<file path="config.mk">
export PLATFORM = sky130hd
export DESIGN_NAME = shwr_memory_reader
export DESIGN_NICKNAME = d
export VERILOG_FILES = /design/src/rtl/shwr_mem_pkg.sv /design/src/rtl/shwr_rd_fifo.sv /design/src/rtl/shwr_memory_reader.sv
export SDC_FILE = /design/constraint.sdc
export NUM_CORES = 1
export LEC_CHECK = 0
export CORE_MARGIN = 2
export CORE_UTILIZATION = 45
export DETAILED_ROUTE_END_ITERATION = 6
export PLACE_DENSITY = 0.68
export SLEW_MARGIN = 40
export SYNTH_ARGS = -nofsm -noshare
export SYNTH_HDL_FRONTEND = slang
export SYNTH_SLANG_ARGS = --single-unit
</file>
<file path="constraint.sdc">
create_clock -name CLK -period 6.26 [get_ports CLK]
set_input_delay 1.252 -clock CLK [delete_from_list [all_inputs] [get_ports CLK]]
set_output_delay 1.252 -clock CLK [all_outputs]
set_load 0.02 [all_outputs]
</file>
<file path="src/rtl/shwr_mem_pkg.sv">
// shwr_mem_pkg: shared widths, read latency and FSM states for the shower memory reader.
package shwr_mem_pkg;
    localparam int DEF_ADDR_WIDTH = 14;
    localparam int DEF_BUF_AW     = 11;
    localparam int DEF_DATA_WIDTH = 32;
    localparam int DEF_RD_LAT     = 2;
    localparam int DEF_FIFO_DEPTH = 4;

    typedef enum logic [2:0] {IDLE, ARB, READ, DRAIN, FLUSH, FIN} state_e;
endpackage

</file>
<file path="src/rtl/shwr_rd_fifo.sv">
// shwr_rd_fifo: small synchronous FIFO with clear; head word is shown on dout while count != 0.
module shwr_rd_fifo #(
    parameter int DEPTH = 4,
    parameter int WIDTH = 32
) (
    input  logic                         CLK,
    input  logic                         RESETN,
    input  logic                         push,
    input  logic                         pop,
    input  logic                         clear,
    input  logic [WIDTH-1:0]             din,
    output logic [WIDTH-1:0]             dout,
    output logic [$clog2(DEPTH+1)-1:0]   count
);
    localparam int PW = $clog2(DEPTH);
    localparam int CW = $clog2(DEPTH+1);

    logic [WIDTH-1:0] mem_q [DEPTH];
    logic [WIDTH-1:0] mem_d [DEPTH];
    logic [PW-1:0]    wp_q, wp_d, rp_q, rp_d;
    logic [CW-1:0]    cnt_q, cnt_d;
    logic             wr, rd;

    // a push into a full FIFO is only taken when the head leaves in the same cycle
    assign rd    = pop & (cnt_q != '0);
    assign wr    = push & ((cnt_q != CW'(DEPTH)) | rd);
    assign dout  = mem_q[rp_q];
    assign count = cnt_q;

    always_comb begin
        mem_d = mem_q;
        if (wr) mem_d[wp_q] = din;
        wp_d  = clear ? '0 : wr ? ((wp_q == PW'(DEPTH-1)) ? '0 : wp_q + 1'b1) : wp_q;
        rp_d  = clear ? '0 : rd ? ((rp_q == PW'(DEPTH-1)) ? '0 : rp_q + 1'b1) : rp_q;
        cnt_d = clear ? '0 : cnt_q + CW'(wr) - CW'(rd);
    end

    always_ff @(posedge CLK or negedge RESETN) begin
        if (!RESETN) begin
            mem_q <= '{default: '0};
            wp_q  <= '0;
            rp_q  <= '0;
            cnt_q <= '0;
        end else begin
            mem_q <= mem_d;
            wp_q  <= wp_d;
            rp_q  <= rp_d;
            cnt_q <= cnt_d;
        end
    end
endmodule

</file>
<file path="src/rtl/shwr_memory_reader.sv">
// shwr_memory_reader: walks a circular trace buffer over the shared B port (REQ/GNT)
// and streams the words out through a skid FIFO with valid/ready backpressure.
module shwr_memory_reader
    import shwr_mem_pkg::*;
#(
    parameter int ADDR_WIDTH = DEF_ADDR_WIDTH,
    parameter int BUF_AW     = DEF_BUF_AW,
    parameter int DATA_WIDTH = DEF_DATA_WIDTH,
    parameter int RD_LAT     = DEF_RD_LAT,
    parameter int FIFO_DEPTH = DEF_FIFO_DEPTH
) (
    input  logic                         CLK,
    input  logic                         RESETN,
    input  logic                         START,
    input  logic [ADDR_WIDTH-BUF_AW-1:0] BUF_SEL,
    input  logic [BUF_AW-1:0]            START_OFF,
    input  logic [BUF_AW:0]              LENGTH,
    input  logic                         ABORT,
    output logic                         REQ,
    input  logic                         GNT,
    output logic [ADDR_WIDTH-1:0]        ADDR_B,
    output logic                         ENA_B,
    input  logic [DATA_WIDTH-1:0]        RDATA,
    output logic [DATA_WIDTH-1:0]        DOUT,
    output logic                         DVALID,
    input  logic                         DREADY,
    output logic                         BUSY,
    output logic                         DONE
);
    localparam int CW = $clog2(FIFO_DEPTH+1);

    state_e                       state_q, state_d;
    logic [ADDR_WIDTH-BUF_AW-1:0] sel_q, sel_d;
    logic [BUF_AW-1:0]            off_q, off_d;
    logic [BUF_AW:0]              rem_q, rem_d;
    logic [RD_LAT-1:0]            tag_q, tag_d;
    logic [1:0]                   fl_q, fl_d;
    logic [ADDR_WIDTH-1:0]        addr_q, addr_d;
    logic                         req_q, req_d, ena_q, ena_d, busy_q, busy_d, done_q, done_d;
    logic [CW-1:0]                fcount;
    logic                         cnt, push, pop, flush, active;
    int                           occ;

    // an issue only counts when the grant is still held in the ENA_B cycle
    assign cnt    = ena_q & GNT;
    assign push   = tag_q[RD_LAT-1];
    assign DVALID = fcount != '0;
    assign pop    = DVALID & DREADY;
    assign active = (state_q == ARB) || (state_q == READ);
    assign flush  = ABORT & (active || (state_q == DRAIN));

    always_comb begin
        state_d = state_q;
        sel_d   = sel_q;
        off_d   = off_q + BUF_AW'(cnt);
        rem_d   = rem_q - (BUF_AW+1)'(cnt);
        tag_d   = flush ? '0 : RD_LAT'({tag_q, cnt});
        occ     = int'(fcount) + int'(push) - int'(pop) + $countones(tag_d);
        case (state_q)
            IDLE: if (START && !ABORT) begin
                state_d = (LENGTH == '0) ? FIN : ARB;
                sel_d   = BUF_SEL;
                off_d   = START_OFF;
                rem_d   = LENGTH;
            end
            ARB, READ: state_d = flush ? FLUSH : (rem_d == '0) ? DRAIN : GNT ? READ : state_q;
            DRAIN:     state_d = flush ? FLUSH : (occ == 0) ? FIN : DRAIN;
            FLUSH:     state_d = (fl_q == 2'(RD_LAT-1)) ? FIN : FLUSH;
            FIN:       state_d = IDLE;
            default:   state_d = IDLE;
        endcase
        fl_d   = (state_q == FLUSH) ? fl_q + 2'd1 : 2'd0;
        req_d  = (state_d == ARB) || (state_d == READ);
        // credit: everything already in flight or buffered plus this issue must fit the FIFO
        ena_d  = active && req_d && GNT && (occ < FIFO_DEPTH);
        addr_d = {sel_d, off_d};
        busy_d = state_d != IDLE;
        done_d = state_d == FIN;
    end

    always_ff @(posedge CLK or negedge RESETN) begin
        if (!RESETN) begin
            state_q <= IDLE;
            sel_q   <= '0;
            off_q   <= '0;
            rem_q   <= '0;
            tag_q   <= '0;
            fl_q    <= '0;
            addr_q  <= '0;
            req_q   <= 1'b0;
            ena_q   <= 1'b0;
            busy_q  <= 1'b0;
            done_q  <= 1'b0;
        end else begin
            state_q <= state_d;
            sel_q   <= sel_d;
            off_q   <= off_d;
            rem_q   <= rem_d;
            tag_q   <= tag_d;
            fl_q    <= fl_d;
            addr_q  <= addr_d;
            req_q   <= req_d;
            ena_q   <= ena_d;
            busy_q  <= busy_d;
            done_q  <= done_d;
        end
    end

    assign REQ    = req_q;
    assign ENA_B  = ena_q;
    assign ADDR_B = addr_q;
    assign BUSY   = busy_q;
    assign DONE   = done_q;

    shwr_rd_fifo #(.DEPTH(FIFO_DEPTH), .WIDTH(DATA_WIDTH)) u_fifo (
        .CLK    (CLK),
        .RESETN (RESETN),
        .push   (push & ~flush),
        .pop    (pop),
        .clear  (flush),
        .din    (RDATA),
        .dout   (DOUT),
        .count  (fcount)
    );
endmodule

</file>
== Word-level counts from Yosys, hierarchy flattened ==
Index checks and enable logic that the tools add are counted.
Word-level totals
  output and inout port bits: 51
  bits in registers: 186
  bits in read-only memories: 0
  bits in latches: 0
  input port bits: 64
  bits in writable memories: 0
  memories: 0
Cells by class
  add/subtract/negate cells: 11
  divide/modulo/power cells: 0
  multipliers: 0
  bitwise logic cells: 10
  equal/unequal tests: 11
  mux-type cells: 30
  shift-type cells: 0
  order comparisons: 4
  reductions and logical operators: 18
Operator list (count)
  $bwmux 128: 1
  $mux 32: 3
  $bmux 32 s2: 1
  $demux 32 s2: 1
  $logic_not 32->1: 1
  $mux 3: 10
  $logic_not 12->1: 2
  $mux 12: 2
  $mux 11: 2
  $mux 2: 8
  $pmux 3 s4: 1
  $sub 12x1->12: 1
  $add 11x1->11: 1
  $eq 3x2->1 const B: 3
  $add 2x1->2 const B: 3
  $add 5x3->6: 1
  $and 1x1->1: 6
  $eq 3x1->1 const B: 2
  $eq 3x3->1 const B: 2
  $ge 3x3->1 const B: 2
  $lt 6x4->1 const B: 1
  $not 2->3: 2
  $reduce_bool 3->1: 2
  $logic_and 1x1->1: 5
  17 further kinds: 21

== Logic depth before layout (Yosys ltp) ==
  depth after elaboration: 16
  mapped depth: 15

== Hierarchy ==
From an unflattened synthesis, not the netlist that was laid out.
Second synthesis, totals
  cell total of the unflattened synthesis: 570
  area, all modules: 8147.8 sq um
By module, submodules not included
  shwr_rd_fifo: cells each 358, times used 1, area each 6012.0 sq um, seq. area each 3378.2 sq um
  shwr_memory_reader: cells each 212, times used 1, area each 2135.8 sq um, seq. area each 925.9 sq um

== Least setup slack after synthesis ==
Ideal clock, no wire load.
  kind: input to register
  from: in ABORT
  to: reg state_q[1]
  path slack: 2043 ps
  stages on the path: 10
  arrival: 4093 ps
  setup time: 124 ps
  path through: nor3b_1 > clkbuf_1 > nor2b_1 > ha_1 > ha_1 > fa_1 > or2_2 > a2111oi_0 > mux2i_1 > a211o_1
On the way
  longest elaborated chain between the ends: 8
  elaborated cells between the ends (all ways): 12
  those cells by class: add/sub (2); mux (6); bitwise (1); reduce/logical (3)
RTL lines
  start, declared: line shwr_memory_reader.sv:18  | input logic ABORT,
  $and 1x1->1: line shwr_memory_reader.sv:50  | assign flush = ABORT & (active || (state_q == DRAIN));
  $mux 2: line shwr_memory_reader.sv:57  | tag_d = flush ? '0 : RD_LAT'({tag_q, cnt});
  named net tag_d[0]: line shwr_memory_reader.sv:36  | logic [RD_LAT-1:0] tag_q, tag_d;
  $add 1x1->2 (not written as such): line shwr_memory_reader.sv:58  | occ = int'(fcount) + int'(push) - int'(pop) + $countones(tag_d);
  $add 5x3->6: line shwr_memory_reader.sv:58
  $logic_not 32->1: line shwr_memory_reader.sv:67  | DRAIN: state_d = flush ? FLUSH : (occ == 0) ? FIN : DRAIN;
  $mux 3 (2 in series): line shwr_memory_reader.sv:67
  $pmux 3 s4: line shwr_memory_reader.sv:59  | case (state_q)
  named net state_d[1]: line shwr_memory_reader.sv:32  | state_e state_q, state_d;
  end signal, assigned: line shwr_memory_reader.sv:95  | state_q <= state_d;
  end, declared: line shwr_memory_reader.sv:32
The timed path passes the listed nets, and every way through them passes these cells.
A chain may end at the register's enable or synchronous reset.

== Worst setup path in the final report ==
  from: in DREADY
  to: reg state_q[1]
On the way
  longest elaborated chain between the ends: 7
RTL lines
  start, declared: line shwr_memory_reader.sv:26  | input logic DREADY,
  $and 1x1->1: line shwr_memory_reader.sv:48  | assign pop = DVALID & DREADY;
  $sub 4x1->5: line shwr_memory_reader.sv:58
  $add 5x3->6: line shwr_memory_reader.sv:58
  $logic_not 32->1: line shwr_memory_reader.sv:67
  $mux 3 (2 in series): line shwr_memory_reader.sv:67
  $pmux 3 s4: line shwr_memory_reader.sv:59
  named net state_d[1]: line shwr_memory_reader.sv:32
The timed path passes the listed nets, and every way through them passes these cells.

==> impl_summary.txt <==
----------------------------------------------------
[Routing]
  Overall via count from detail_route ... 5024
  WL per Instance ... 17.96 um
  Post-detailed-route DRC marker count ... 0
  First-iteration detailed-routing DRC count ... 194
  Remaining number of nets flagged by the antenna check after routing ... 0
  Aggregate routed wire length ... 16.77 mm
  First drt pass iteration count ... 4
  Vias per std cell ... 5.379

[STA]
  Shortest period the worst path allows ... 4.496 ns
  Tightest slew margin relative to the limit ... 48.26%
  Final setup vio count ... 0
  Maximum clock frequency ... 0.2224 GHz
  Final TNS setup ... 0 ns
  Final cycle utilization of the critical path ... 71.83%
  Max-slew violation count ... 0
  Actual slew at the worst max-slew pin ... 0.7732 ns
  RSZ-0062 raised after global routing ... false
  Worst hold slack ... 0.4297 ns
  Fin. Hold Viols ... 0
  Worst Clk Skew ... 0.01177 ns

[Logic synthesis]
  Cell types occupying the most area after synthesis ... sky130_fd_sc_hd__dfrtp_1 53%, sky130_fd_sc_hd__mux2_2 19%, sky130_fd_sc_hd__mux4_2 8.9%
  Register bit count reported by yosys ... 172
  Sequential element share of the synthesized area ... 53.21%
  Library cell occupying the most area in the post-synthesis netlist ... sky130_fd_sc_hd__dfrtp_1
  Count of mapped cells out of synthesis ... 581
  Number of enable-type register cells in the synthesized netlist ... 0
  Area share of the leading cell type in the synthesized netlist ... 53.21%
  Proportion of synthesized flip-flops having asynchronous set or reset ... 100.0%
  Post-Syn Area ... 0.008089 mm2
  Syn_area_per_cell ... 13.92 um2
  Count of unique library cells instantiated by Yosys ... 50
  Main flop type after synthesis ... sky130_fd_sc_hd__dfrtp_1
  Total of warnings raised by yosys ... 0
  Post-synthesis net count ... 669

[CTS]
  Number of cells upsized or downsized after cts ... 0
  Root buffer cell ... sky130_fd_sc_hd__clkbuf_16
  TritonCTS clock tree ... yes
  Number of hold buffers added after CTS ... 0
  Clk slew on worst S/H paths ... 0.07 ns
  H-tree levels ... 4
  CTS sink cnt ... 172
  Buffer depth of the longest clock path ... 2
  Post-CTS setup repair buffer count ... 0
  CTS Buf Count ... 17
  Worst-skew pair later-pin latency ... 0.42 ns

[Final layout]
  Share of layout cells above drive strength 1 ... 30.35%
  Highest-count cells in the layout ignoring fill and taps ... 170 x sky130_fd_sc_hd__dfrtp_1, 135 x sky130_fd_sc_hd__mux2_2, 113 x sky130_fd_sc_hd__clkdlybuf4s50_1
  Synthesis-to-layout area growth ... 24.96%
  Nets ... 780
  Post-Layout Cell Count ... 934
  Fill cell count ... 1454
  Count of inserted antenna diode cells ... 0
  Most common library cell in the layout ignoring fill and taps ... sky130_fd_sc_hd__dfrtp_1

[Die]
  Initial standard-cell utilization of the core ... 45.50%
  Area of the placeable core ... 0.01778 mm2
  Cell row count ... 49
  Vertical die dimension ... 138.1 um
  DIE AREA ... 0.01906 mm2
  Die boundary width ... 138.1 um
  Boundary Pins ... 115

[Placement]
  Port bufs ... 114
  Placed cells ... 901
  HPWL after DPL ... 10.77 mm
  Gpl congestion ... 0.8366

[Setup path]
  Sort of element at the end of the critical path ... flip-flop
  CP max FO ... 4
  Worst endpoint data arrival time ... 4.81 ns
  Endpoint required time on the critical path ... 6.57 ns
  Critical Path Source ... DREADY
  Sort of element at the start of the critical path ... primary input
  Reg2Reg Launch Point ... u_fifo.count[1]
  Worst reg2reg path depth ... 14
  Critical setup path kind ... in2reg
  Internal reg-to-reg setup slack ... 2.14 ns

[GRT]
  Tot GR Track Use ... 18.54%
  First-pass GRT wire length ... 28.51 mm
  Antenna violations before repair ... 0
  Remaining global-route overflow ... 0
  Pin count of the biggest net entering global routing ... 117
  Via count of the first global-routing pass ... 5638

[Job]
  Maximum Capacitance Violations ... 0

[Min path]
  Number of cells traversed by the worst hold path ... 1
  Worst min-delay path startpoint ... fl_q[0]
  Class of the tightest hold or removal check ... reg2reg

[Pwr]
  Power Total ... 4.054 mW
  Peak VDD IR ... 0.1938 mV
  Power density of the placed cells ... 401.0 mW/mm2
  Pleak ... 4.696 nW

[Run status]
  Run status ... finished clean

----------------------------------------------------
==> cell families (layout without fill, tap and decap cells) <==
logic type                 count (synthesis)  in the layout  share of synthesized area [%]
DFF                                      172            172                          53.21
muxes                                    169            169                          27.95
and+or+nand+nor                          109            109                          7.022
AOI/OAI and AO/OA                         42             42                          3.171
buffers and inverters                     42            166                          2.166
adders and majority gates                 24             24                          3.991
xor gates and xnor gates                  23             23                          2.490
==> final timing paths <==
check	end
setup / recovery	state_q[1]
hold / removal	fl_q[0]
setup reg to reg	state_q[1]
min in group asynchronous	u_fifo.mem_q[68]
max in group asynchronous	u_fifo.rp_q[1]
hold reg to reg	fl_q[0]
==> flip-flops by register name, indices dropped and copies added (netlist names) <==
signal and cells:
REQ 1, fl_q 2, rem_q 12, u_fifo.wp_q 2, state_q 3, BUSY 1
u_fifo.rp_q 2, ENA_B 1, DONE 1, u_fifo.mem_q 128, tag_q 2, ADDR_B 14
u_fifo.count 3
==> critical path: stages <==
cell	delay, ns
sky130_fd_sc_hd__clkdlybuf4s50_1	0.49
sky130_fd_sc_hd__nand2_1	0.11
sky130_fd_sc_hd__inv_1	0.09
sky130_fd_sc_hd__ha_1	0.22
sky130_fd_sc_hd__inv_1	0.08
sky130_fd_sc_hd__ha_1	0.16
sky130_fd_sc_hd__inv_1	0.05
sky130_fd_sc_hd__fa_1	0.48
sky130_fd_sc_hd__inv_1	0.07
sky130_fd_sc_hd__fa_1	0.43
sky130_fd_sc_hd__or2_2	0.32
sky130_fd_sc_hd__a2111oi_0	0.55
sky130_fd_sc_hd__mux2i_1	0.20
sky130_fd_sc_hd__a211o_1	0.30
==> through the flow <==
stage | setup slack (ns) | utilization, % | area (um2)
floorplan | 2.043 | - | 8089
global placement | 1.409 | 53.10 | 9442
detailed placement | 1.329 | 53.25 | 9468
CTS | 1.784 | 56.64 | 10070
global route | 1.441 | 56.85 | 10110
finish | 1.764 | 56.85 | 10110
==> Yosys cell counts, types with 2 or more instances <==
cell                         n
sky130_fd_sc_hd__a21oi_1    25
sky130_fd_sc_hd__and2_1      3
sky130_fd_sc_hd__and3_1      3
sky130_fd_sc_hd__buf_1       2
sky130_fd_sc_hd__buf_2      14
sky130_fd_sc_hd__clkbuf_1   11
sky130_fd_sc_hd__dfrtp_1   172
sky130_fd_sc_hd__fa_1        3
sky130_fd_sc_hd__ha_1       21
sky130_fd_sc_hd__inv_1      15
sky130_fd_sc_hd__mux2_2    135
sky130_fd_sc_hd__mux2i_1     2
sky130_fd_sc_hd__mux4_2     32
sky130_fd_sc_hd__nand2_1    16
sky130_fd_sc_hd__nand2b_1    2
sky130_fd_sc_hd__nand3_1     6
sky130_fd_sc_hd__nand3b_1    2
sky130_fd_sc_hd__nand4_1     5
sky130_fd_sc_hd__nor2_1     39
sky130_fd_sc_hd__nor2b_1     3
sky130_fd_sc_hd__nor3_1      7
sky130_fd_sc_hd__nor3b_1     3
sky130_fd_sc_hd__nor4_1      5
sky130_fd_sc_hd__nor4bb_1    3
sky130_fd_sc_hd__o21ai_0     3
sky130_fd_sc_hd__or2_2       2
sky130_fd_sc_hd__or3_1       3
sky130_fd_sc_hd__xnor2_1    11
sky130_fd_sc_hd__xor2_1     12
==> power breakdown <==
group / switching [mW] / total (mW) / internal [mW]
clock: 0.426 / 1.08 / 0.649
combinational: 0.618 / 1.35 / 0.732
sequential: 0.269 / 1.63 / 1.36
total: 1.31 / 4.05 / 2.74
==> metal layers <==
metal | track usage, % | vias up | wire, um
met5 | 0 | - | 0
met4 | 5.156 | 0 | 193
met3 | 3.949 | 14 | 634
met2 | 30.85 | 110 | 8198
met1 | 24.87 | 2564 | 7746
li1 | - | 2336 | -
==> layout make-up <==
class / instances / area (um2) / area share [%]
multi-input cells: 367 / 3647 / 36.08
inverters: 15 / 56.30 / 0.5570
clock buffers: 22 / 464.2 / 4.592
clock inverters: 10 / 137.6 / 1.362
repair buffers: 119 / 1207 / 11.94
well taps: 229 / 286.5 / 2.835
flip-flops and latches: 172 / 4309 / 42.63
Note: power is estimated with default switching activity, not from simulation.
